File: config.mk
export PLATFORM = sky130hd
export DESIGN_NAME = mult_sequencer_flat
export DESIGN_NICKNAME = d
export VERILOG_FILES = /design/src/rtl/mult_sequencer_pkg.sv /design/src/rtl/mult_sequencer_if.sv /design/src/rtl/mult_sequencer_mult4x4.sv /design/src/rtl/mult_sequencer.sv /design/src/flat_wrapper.sv
export SDC_FILE = /design/constraint.sdc
export NUM_CORES = 1
export LEC_CHECK = 0
export BUFFER_PORTS_ARGS = -buffer_cell sky130_fd_sc_hd__buf_2
export CAP_MARGIN = 25
export CELL_PAD_IN_SITES_DETAIL_PLACEMENT = 0
export CELL_PAD_IN_SITES_GLOBAL_PLACEMENT = 1
export CORE_MARGIN = 5
export CORE_UTILIZATION = 50
export CTS_BUF_LIST = sky130_fd_sc_hd__clkbuf_2 sky130_fd_sc_hd__clkbuf_4 sky130_fd_sc_hd__clkbuf_8
export DETAILED_ROUTE_END_ITERATION = 10
export PLACE_DENSITY = 0.81
export SLEW_MARGIN = 25
export SYNTH_ARGS = -nofsm -noshare
export SYNTH_HDL_FRONTEND = slang
export SYNTH_SLANG_ARGS = --single-unit
File: constraint.sdc
create_clock -name clk -period 10.51 [get_ports clk]
set_input_delay 0.5255 -clock clk [delete_from_list [all_inputs] [get_ports clk]]
set_output_delay 0.5255 -clock clk [all_outputs]
set_load 0.02 [all_outputs]
File: src/rtl/mult_sequencer_pkg.sv
// Shared definitions for the sequential multiplier slice.
//  - state_t   : FSM state encoding used by mult_sequencer
//  - DISP_*    : display codes driven on state_out; seven_segment_encoder
//                decodes the same values (0..3 progress, >=4 renders "E")
//  - DEFAULT_* : default operand width and error display code
//  - disp_code : maps an FSM state to its state_out display code
package mult_sequencer_pkg;

  localparam int          DEFAULT_WIDTH    = 8;
  localparam logic [2:0]  DEFAULT_ERR_CODE = 3'd4;

  localparam logic [2:0]  DISP_IDLE = 3'd0;
  localparam logic [2:0]  DISP_LSB  = 3'd1;
  localparam logic [2:0]  DISP_MID  = 3'd2;
  localparam logic [2:0]  DISP_MSB  = 3'd3;
  localparam logic [2:0]  DISP_DONE = 3'd0;

  typedef enum logic [2:0] {
    IDLE      = 3'd0,
    LSB       = 3'd1,
    MID       = 3'd2,
    MSB       = 3'd3,
    CALC_DONE = 3'd4,
    ERR       = 3'd5
  } state_t;

  // ERR shows a configurable code so the display can be retargeted without
  // touching the FSM encoding.
  function automatic logic [2:0] disp_code(input state_t s, input logic [2:0] err_code);
    case (s)
      LSB:       disp_code = DISP_LSB;
      MID:       disp_code = DISP_MID;
      MSB:       disp_code = DISP_MSB;
      CALC_DONE: disp_code = DISP_DONE;
      ERR:       disp_code = err_code;
      default:   disp_code = DISP_IDLE;
    endcase
  endfunction

endpackage

File: src/rtl/mult_sequencer_if.sv
// Operand/result bundle between the switch/button front end and the
// multiplier core.
//  start      : level start request (core acts on its rising edge)
//  dataa      : multiplicand, WIDTH bits
//  datab      : multiplier, WIDTH bits
//  product    : last completed product, 2*WIDTH bits
//  done_flag  : one-cycle completion pulse
//  state_out  : 3-bit display code for seven_segment_encoder
// master: the side supplying operands; slave: the multiplier core.
interface mult_sequencer_if #(
  parameter int WIDTH = 8
);
  logic                 start;
  logic [WIDTH-1:0]     dataa;
  logic [WIDTH-1:0]     datab;
  logic [2*WIDTH-1:0]   product;
  logic                 done_flag;
  logic [2:0]           state_out;

  modport master (
    output start, dataa, datab,
    input  product, done_flag, state_out
  );

  modport slave (
    input  start, dataa, datab,
    output product, done_flag, state_out
  );
endinterface

File: src/rtl/mult_sequencer_mult4x4.sv
// Purely combinational HALF x HALF unsigned multiplier.
//  a, b : HALF-bit unsigned operands
//  p    : 2*HALF-bit unsigned product
module mult_sequencer_mult4x4 #(
  parameter int HALF = 4
) (
  input  logic [HALF-1:0]   a,
  input  logic [HALF-1:0]   b,
  output logic [2*HALF-1:0] p
);
  assign p = {{HALF{1'b0}}, a} * {{HALF{1'b0}}, b};
endmodule

File: src/rtl/mult_sequencer.sv
// Control and datapath core of the WIDTH x WIDTH sequential multiplier.
// The product is assembled from four HALF x HALF partial products, one per
// accumulate cycle, using a single shared mult_sequencer_mult4x4.
// Ports:
//  clk      : rising-edge clock
//  reset_a  : asynchronous reset, active-low
//  bus      : slave side of mult_sequencer_if (start, dataa, datab in;
//             product, done_flag, state_out out; all outputs registered)
// Parameters:
//  WIDTH    : operand width, must be even
//  ERR_CODE : state_out value shown while in ERR
module mult_sequencer
  import mult_sequencer_pkg::*;
#(
  parameter int         WIDTH    = DEFAULT_WIDTH,
  parameter logic [2:0] ERR_CODE = DEFAULT_ERR_CODE
) (
  input  logic             clk,
  input  logic             reset_a,
  mult_sequencer_if.slave  bus
);

  localparam int HALF = WIDTH / 2;

  state_t               state;
  logic                 start_d;
  logic [WIDTH-1:0]     a_q;
  logic [WIDTH-1:0]     b_q;
  logic [2*WIDTH-1:0]   acc;
  logic [1:0]           count;
  logic [2*WIDTH-1:0]   product_q;
  logic                 done_q;
  logic [2:0]           state_out_q;

  logic                 trig;
  logic [HALF-1:0]      op_a;
  logic [HALF-1:0]      op_b;
  logic [2*HALF-1:0]    pp;
  logic [2*WIDTH-1:0]   pp_ext;
  logic [2*WIDTH-1:0]   pp_shifted;
  logic [2*WIDTH-1:0]   acc_sum;

  // Only a rising edge of start is a request; a held level never retriggers.
  assign trig = bus.start & ~start_d;

  // Nibble selection and weighting follow the accumulate count:
  //  0: lo*lo << 0, 1: lo*hi << HALF, 2: hi*lo << HALF, 3: hi*hi << WIDTH
  always_comb begin
    op_a       = a_q[HALF-1:0];
    op_b       = b_q[HALF-1:0];
    pp_shifted = pp_ext;
    case (count)
      2'd1: begin
        op_b       = b_q[WIDTH-1:HALF];
        pp_shifted = pp_ext << HALF;
      end
      2'd2: begin
        op_a       = a_q[WIDTH-1:HALF];
        pp_shifted = pp_ext << HALF;
      end
      2'd3: begin
        op_a       = a_q[WIDTH-1:HALF];
        op_b       = b_q[WIDTH-1:HALF];
        pp_shifted = pp_ext << WIDTH;
      end
      default: ;
    endcase
  end

  mult_sequencer_mult4x4 #(
    .HALF (HALF)
  ) u_mult4x4 (
    .a (op_a),
    .b (op_b),
    .p (pp)
  );

  assign pp_ext  = {{(2*WIDTH-2*HALF){1'b0}}, pp};
  // Sum of all four weighted partials is < 2^(2*WIDTH), so no carry out.
  assign acc_sum = acc + pp_shifted;

  // Control, operand capture and accumulation: one registered FSM whose
  // outputs (product, done_flag, state_out) are set alongside the state.
  always_ff @(posedge clk or negedge reset_a) begin
    if (!reset_a) begin
      state       <= IDLE;
      start_d     <= 1'b0;
      a_q         <= '0;
      b_q         <= '0;
      acc         <= '0;
      count       <= '0;
      product_q   <= '0;
      done_q      <= 1'b0;
      state_out_q <= DISP_IDLE;
    end else begin
      start_d <= bus.start;
      done_q  <= 1'b0;
      case (state)
        IDLE: begin
          if (trig) begin
            a_q         <= bus.dataa;
            b_q         <= bus.datab;
            acc         <= '0;
            count       <= '0;
            state       <= LSB;
            state_out_q <= disp_code(LSB, ERR_CODE);
          end
        end

        LSB, MID, MSB: begin
          if (trig) begin
            // A new request mid-operation aborts it; the previous product
            // stays on display.
            acc         <= '0;
            count       <= '0;
            state       <= ERR;
            state_out_q <= disp_code(ERR, ERR_CODE);
          end else begin
            acc   <= acc_sum;
            count <= count + 2'd1;
            case (count)
              2'd0: begin
                state       <= MID;
                state_out_q <= disp_code(MID, ERR_CODE);
              end
              2'd1: begin
                state       <= MID;
                state_out_q <= disp_code(MID, ERR_CODE);
              end
              2'd2: begin
                state       <= MSB;
                state_out_q <= disp_code(MSB, ERR_CODE);
              end
              default: begin
                product_q   <= acc_sum;
                done_q      <= 1'b1;
                state       <= CALC_DONE;
                state_out_q <= disp_code(CALC_DONE, ERR_CODE);
              end
            endcase
          end
        end

        CALC_DONE: begin
          state       <= IDLE;
          state_out_q <= disp_code(IDLE, ERR_CODE);
        end

        ERR: begin
          // start must be low before leaving, so no trig can coincide with
          // the return to IDLE.
          if (!bus.start) begin
            state       <= IDLE;
            state_out_q <= disp_code(IDLE, ERR_CODE);
          end
        end

        default: begin
          state       <= IDLE;
          state_out_q <= DISP_IDLE;
        end
      endcase
    end
  end

  assign bus.product   = product_q;
  assign bus.done_flag = done_q;
  assign bus.state_out = state_out_q;

endmodule

File: src/flat_wrapper.sv
// flat-port wrapper written by rule: the top's interface ports become plain ports
module mult_sequencer_flat import mult_sequencer_pkg::*;
#(
  parameter int         WIDTH    = DEFAULT_WIDTH,
  parameter logic [2:0] ERR_CODE = DEFAULT_ERR_CODE
)
  (clk, reset_a, bus_start, bus_dataa, bus_datab, bus_product, bus_done_flag, bus_state_out);
  mult_sequencer_if #(.WIDTH(WIDTH)) bus_i ();
  input  logic clk;
  input  logic reset_a;
  input wire logic [$bits(bus_i.start)-1:0] bus_start;
  input wire logic [$bits(bus_i.dataa)-1:0] bus_dataa;
  input wire logic [$bits(bus_i.datab)-1:0] bus_datab;
  output wire logic [$bits(bus_i.product)-1:0] bus_product;
  output wire logic [$bits(bus_i.done_flag)-1:0] bus_done_flag;
  output wire logic [$bits(bus_i.state_out)-1:0] bus_state_out;
  assign bus_i.start = bus_start;
  assign bus_i.dataa = bus_dataa;
  assign bus_i.datab = bus_datab;
  assign bus_product = bus_i.product;
  assign bus_done_flag = bus_i.done_flag;
  assign bus_state_out = bus_i.state_out;
  mult_sequencer #(.WIDTH(WIDTH), .ERR_CODE(ERR_CODE)) u_core (.clk(clk), .reset_a(reset_a), .bus(bus_i));
endmodule
* Word-level counts from Yosys, hierarchy flattened
Index checks and enable logic that the tools add are counted.
Word-level totals: register bits 58, bits in latches 0, logic and storage cells 58, bits in read-only memories 0, memories kept 0, memory bits (writable) 0, input port bits 19
Cells by class: reduce and logical (&&, ||, !) cells 13, bitwise operators 4, divide/modulo/power cells 0, muxes and demuxes 20, shift operators 0, order comparisons 0, multiply operators 1, $add $sub $neg 2, eq/ne operators 9
Operators by type and width (number):
- $pmux W16 S2 | 2
- $mux W16 | 2
- $pmux W3 S3 | 2
- $add A16 B16 Y16 | 1
- $mux W3 | 4
- $mul A4 B4 Y8 | 1
- $mux W4 | 2
- $pmux W2 S2 | 2
- $reduce_or A2 Y1 | 4
- $eq A3 B2 Y1 const B | 2
- $pmux W3 S2 | 1
- $reduce_and A2 Y1 | 3
- $reduce_or A3 Y1 | 2
- $eq A2 B2 Y1 const B | 2
- $mux W2 | 2
- $eq A3 B1 Y1 const B | 1
- $eq A3 B3 Y1 const B | 1
- $logic_not A3 Y1 | 1
- $mux W1 | 3
- $not A1 Y1 | 3
- $reduce_and A3 Y1 | 1
- $add A2 B1 Y2 const B | 1
- $eq A2 B1 Y1 const B | 1
- $logic_not A2 Y1 | 1
- 4 further kinds | 4

* Logic depth before layout (Yosys ltp)
word-level depth 8, mapped depth 25, mapped depth without buffers 25

* Hierarchy
Synthesis repeated with hierarchy kept, for this count alone.
Unflattened totals: cell total of the unflattened synthesis 358, area total of the unflattened synthesis 3656.0 um^2
Modules (own cells, without submodules):
- mult_sequencer | times used 1, cells an instance 307, seq. area each 1426.4 um^2, area each 3208.1 um^2
- mult_sequencer_mult4x4 | times used 1, cells an instance 51, seq. area each 0.0 um^2, area each 447.9 um^2

* Least setup slack after synthesis
OpenSTA, ideal clock, no wires.
path kind reg-to-reg, start point register u_core.count[0], end point register u_core.acc[15], setup slack 5.059 ns, period minus slack after synthesis 5.451 ns, path buffers 0, required time 10.383 ns, arrival 5.324 ns, stages on the path, launching flop included 26, cells stage by stage dfrtp_1 > inv_1 > ha_1 > nor2_1 > mux2i_1 > or2_2 > fa_1 > inv_1 > fa_1 > inv_1 > fa_1 > inv_1 > a21o_1 > a21oi_1 > xor2_1 > inv_1 > a22oi_1 > nor2_1 > ha_1 > a21o_1 > a31o_2 > a2111oi_0 > a21oi_1 > xor2_1 > a21oi_1 > o22ai_1
On the way: cells in the longest elaborated chain, start to end 8, elaborated cells between the ends (all ways) 13
RTL lines:
- from (decl) | line mult_sequencer.sv:30 | logic [1:0] count;
- from (signal assigned) | line mult_sequencer.sv:120 | count <= count + 2'd1;
- $eq A2 B2 Y1 / $eq A2 B1 Y1 (equally long branches) | line mult_sequencer.sv:52 | case (count)
- $reduce_or A2 Y1 (no source line)
- $mux W4 | line mult_sequencer.sv:52
- $mul A4 B4 Y8 | line mult_sequencer_mult4x4.sv:11 | assign p = {{HALF{1'b0}}, a} * {{HALF{1'b0}}, b};
- $pmux W16 S2 (*) | line mult_sequencer.sv:52
- $add A16 B16 Y16 (*) | line mult_sequencer.sv:80 | assign acc_sum = acc + pp_shifted;
- $mux W16 (*) | line mult_sequencer.sv:111 | if (trig) begin
- $pmux W16 S2 (*) | line mult_sequencer.sv:98 | case (state)
- to (signal assigned) | line mult_sequencer.sv:119 | acc <= acc_sum;
- to (decl) | line mult_sequencer.sv:29 | logic [2*WIDTH-1:0] acc;
Mark *: on every way between the ends. The rest lies on a longest branch, timed or not. A chain may end at the register's enable or synchronous reset.

* Worst setup path after layout
Ends and elaborated chain as after synthesis.

==> impl_metrics.env <==
export IMPL_min_period_ns=6.07
export IMPL_status="finished, final reports clean"
export IMPL_grt_met3_usage_pct=3.21
export IMPL_cts_hold_fix_buffers=0
export IMPL_grt_pass1_wl_um=11800
export IMPL_ctsResizeCount=0
export IMPL_wl_um=7110
export IMPL_ff2ff_setup_slack_ns=4.44
export IMPL_fin_setup_tns_ns=0
export IMPL_diodes=0
export IMPL_ant_nets=0
export IMPL_timing_hold_ws_ns=0.321
export IMPL_final_nets=428
export IMPL_cts_buffer_depth=2
export IMPL_async_flop_share_pct=100
export IMPL_reg2reg_depth=24
export IMPL_synth_fa_ha_area_share_pct=13.8
export IMPL_fmax_mhz=165
export IMPL_r2r_end="u_core.acc[15]"
export IMPL_netlist_cell_type_count=49
export IMPL_rsz0062_at_grt="no"
export IMPL_cts_max_level=3
export IMPL_synth_warnings=0
export IMPL_gp_congestion=0.832
export IMPL_routed_via_density=5.46
export IMPL_finalHoldViolations=0
export IMPL_hold_path_class="input port to asynchronous set/reset pin"
export IMPL_final_period_utilization_pct=57.7
export IMPL_clkLatencyLatePin_ns=0.34
export IMPL_synth_top_area_cell="dfrtp_1"
export IMPL_via_count=2587
export IMPL_grt_max_degree=58
export IMPL_path_clk_slew_ns=0.07
export IMPL_grt_pass1_vias=2503
export IMPL_r2r_start="u_core.count[0]"
export IMPL_worst_pin_slew_ns=0.714
export IMPL_critPathKind="register to register"
export IMPL_fp_dieH_um=94.2
export IMPL_track_usage_pct=17.1
export IMPL_cap_viol_max_count=0
export IMPL_clock_skew_final_ns=0.00779
export IMPL_core_area_um2=6830
export IMPL_hpwl_um=5150
export IMPL_drive_above_1_share_pct=25.9
export IMPL_synth_main_ff_cell="dfrtp_1"
export IMPL_cts_root_buffer="clkbuf_8"
export IMPL_cp_end_kind="register"
export IMPL_overflow=0
export IMPL_cts_sinks=57
export IMPL_yosys_area_share_simple_pct=10.5
export IMPL_dieWidth_um=94.2
export IMPL_synth_edff_count=0
export IMPL_crit_required_ns=10.74
export IMPL_detail_route_first_pass_iterations=4
export IMPL_synth_most_common_cell="dfrtp_1"
export IMPL_rows=30
export IMPL_synthesis_area_um2=3550
export IMPL_drcViolationCount=0
export IMPL_post_cts_setup_buffers=0
export IMPL_ys_seq_area_share_pct=40.2
export IMPL_cts_buffers=9
export IMPL_grt_busiest_layer="met2"
export IMPL_ios=39
export IMPL_synth_top_cell_area_share_pct=40.2
export IMPL_synth_common_cells="dfrtp_1 (57), ha_1 (31), mux2_2 (28), nor2_1 (27)"
export IMPL_synth_top_family_by_area="compound AO/OA/AOI/OAI gates"
export IMPL_initial_core_util_pct=51.9
export IMPL_cp_start_kind="register"
export IMPL_synth_compound_area_share_pct=16.3
export IMPL_avgSynthCellArea_um2=10.7
export IMPL_slew_headroom_pct=52.4
export IMPL_synth_xor_area_share_pct=4.69
export IMPL_cts_tree="done"
export IMPL_synthCells=330
export IMPL_dieArea_um2=8880
export IMPL_area_growth_pct=13.4
export IMPL_slew_violations=0
export IMPL_grtUsageMet1_pct=23.6
export IMPL_port_buffers=38
export IMPL_met2_usage_pct=25.9
export IMPL_synthMuxAreaShare_pct=11.9
export IMPL_cp_max_fo=12
export IMPL_drt_iter0_markers=106
export IMPL_antenna_found_initial=0
export IMPL_crit_arrival_ns=6.30
export IMPL_setup_viol=0
export IMPL_wl_per_cell_um=15.0
export IMPL_ys_seq_elements=57
export IMPL_synth_area_top_cells="dfrtp_1 (40%), ha_1 (11%), mux2_2 (8.9%), a22o_1 (4.4%), xnor2_1 (3.2%)"
export IMPL_syn_num_nets=385
-- worst max-delay path, cell delays in order, from the launching register on --
cell       delay [ns]
dfrtp_1          0.42
ha_1             0.38
nor2_1           0.42
mux2i_1          0.21
or2_2            0.34
fa_1             0.53
inv_1            0.05
fa_1             0.55
inv_1            0.06
fa_1             0.44
inv_1            0.07
a21o_1           0.10
a21oi_1          0.07
xor2_1           0.21
inv_1            0.06
a22oi_1          0.14
nor2_1           0.07
ha_1             0.37
a21o_1           0.21
a31o_2           0.22
a2111oi_0        0.37
a21oi_1          0.18
xor2_1           0.20
a21oi_1          0.15
o22ai_1          0.10
-- through the flow --
| step | cell area [um^2] | instances | util [%] | setup slack (ns) |
|---|---|---|---|---|
| finish | 4020 | 474 | 58.9 | 4.44 |
| floorplan | 3550 | 330 | - | 5.06 |
| global placement | 3840 | 458 | 56.2 | 4.62 |
| global route | 4020 | 474 | 58.9 | 4.04 |
| detailed placement | 3840 | 458 | 56.2 | 4.49 |
| CTS | 4020 | 474 | 58.9 | 4.46 |
-- flip-flops by register name, summed over array words and instances (netlist names) --
| signal | flops |
|---|---|
| u_core.acc | 16 |
| u_core.bus.product | 16 |
| u_core.a_q | 8 |
| u_core.b_q | 8 |
| u_core.bus.state_out | 3 |
| u_core.count | 2 |
| u_core.state | 2 |
| u_core.bus.done_flag | 1 |
| u_core.start_d | 1 |
-- final cells by class --
| cell class | instances | area (um^2) |
|---|---|---|
| clock buffers | 11 | 151 |
| clock inverters | 5 | 30.0 |
| fillers | 620 | 2810 |
| inverters | 15 | 56.3 |
| multi-input cells | 249 | 2030 |
| flip-flops and latches | 57 | 1430 |
| well taps | 96 | 120 |
| repair buffers | 41 | 213 |
-- worst max path at each step --
stage	to	depth (start not counted)	slack, ns	from
after CTS	u_core.acc[15]	24	4.46	u_core.count[0]
after global routing	u_core.acc[15]	24	4.04	u_core.count[0]
final	u_core.acc[15]	24	4.44	u_core.count[0]
after detailed placement	u_core.acc[15]	24	4.49	u_core.count[0]
after floorplan	u_core.acc[15]	25	5.06	u_core.count[0]
after global placement	u_core.acc[15]	24	4.62	u_core.count[0]
-- logic make-up (layout without fill, tap and decap cells) --
group | count (synthesis) | after routing
adders and majority gates | 36 | 36
DFF | 57 | 57
and+or+nand+nor | 74 | 74
AOI/OAI and AO/OA | 82 | 82
muxes | 38 | 38
buffers and inverters | 24 | 72
xor gates and xnor gates | 19 | 19
-- placed cells by master (no fill, tap or decap), types with 9 or more instances in the layout --
| master | count |
|---|---|
| nor2_1 | 27 |
| mux2i_1 | 9 |
| mux2_2 | 28 |
| inv_1 | 14 |
| a21oi_1 | 13 |
| ha_1 | 31 |
| clkbuf_8 | 11 |
| dfrtp_1 | 57 |
| a21o_1 | 11 |
| a22o_1 | 18 |
| nand2_1 | 18 |
| xnor2_1 | 13 |
| o21ai_0 | 12 |
| buf_2 | 38 |
-- metal layers --
layer | part of all wire, % | up-vias | wire, um
li1 | - | 1276 | -
met1 | 49 | 1239 | 3450
met2 | 45 | 60 | 3210
met4 | 1.8 | 0 | 129
met5 | 0 | - | 0
met3 | 4.6 | 12 | 325
Power is left out: the tool's default activity adds up to more than one toggle a clock period on the data nets, which glitch-free logic cannot reach.
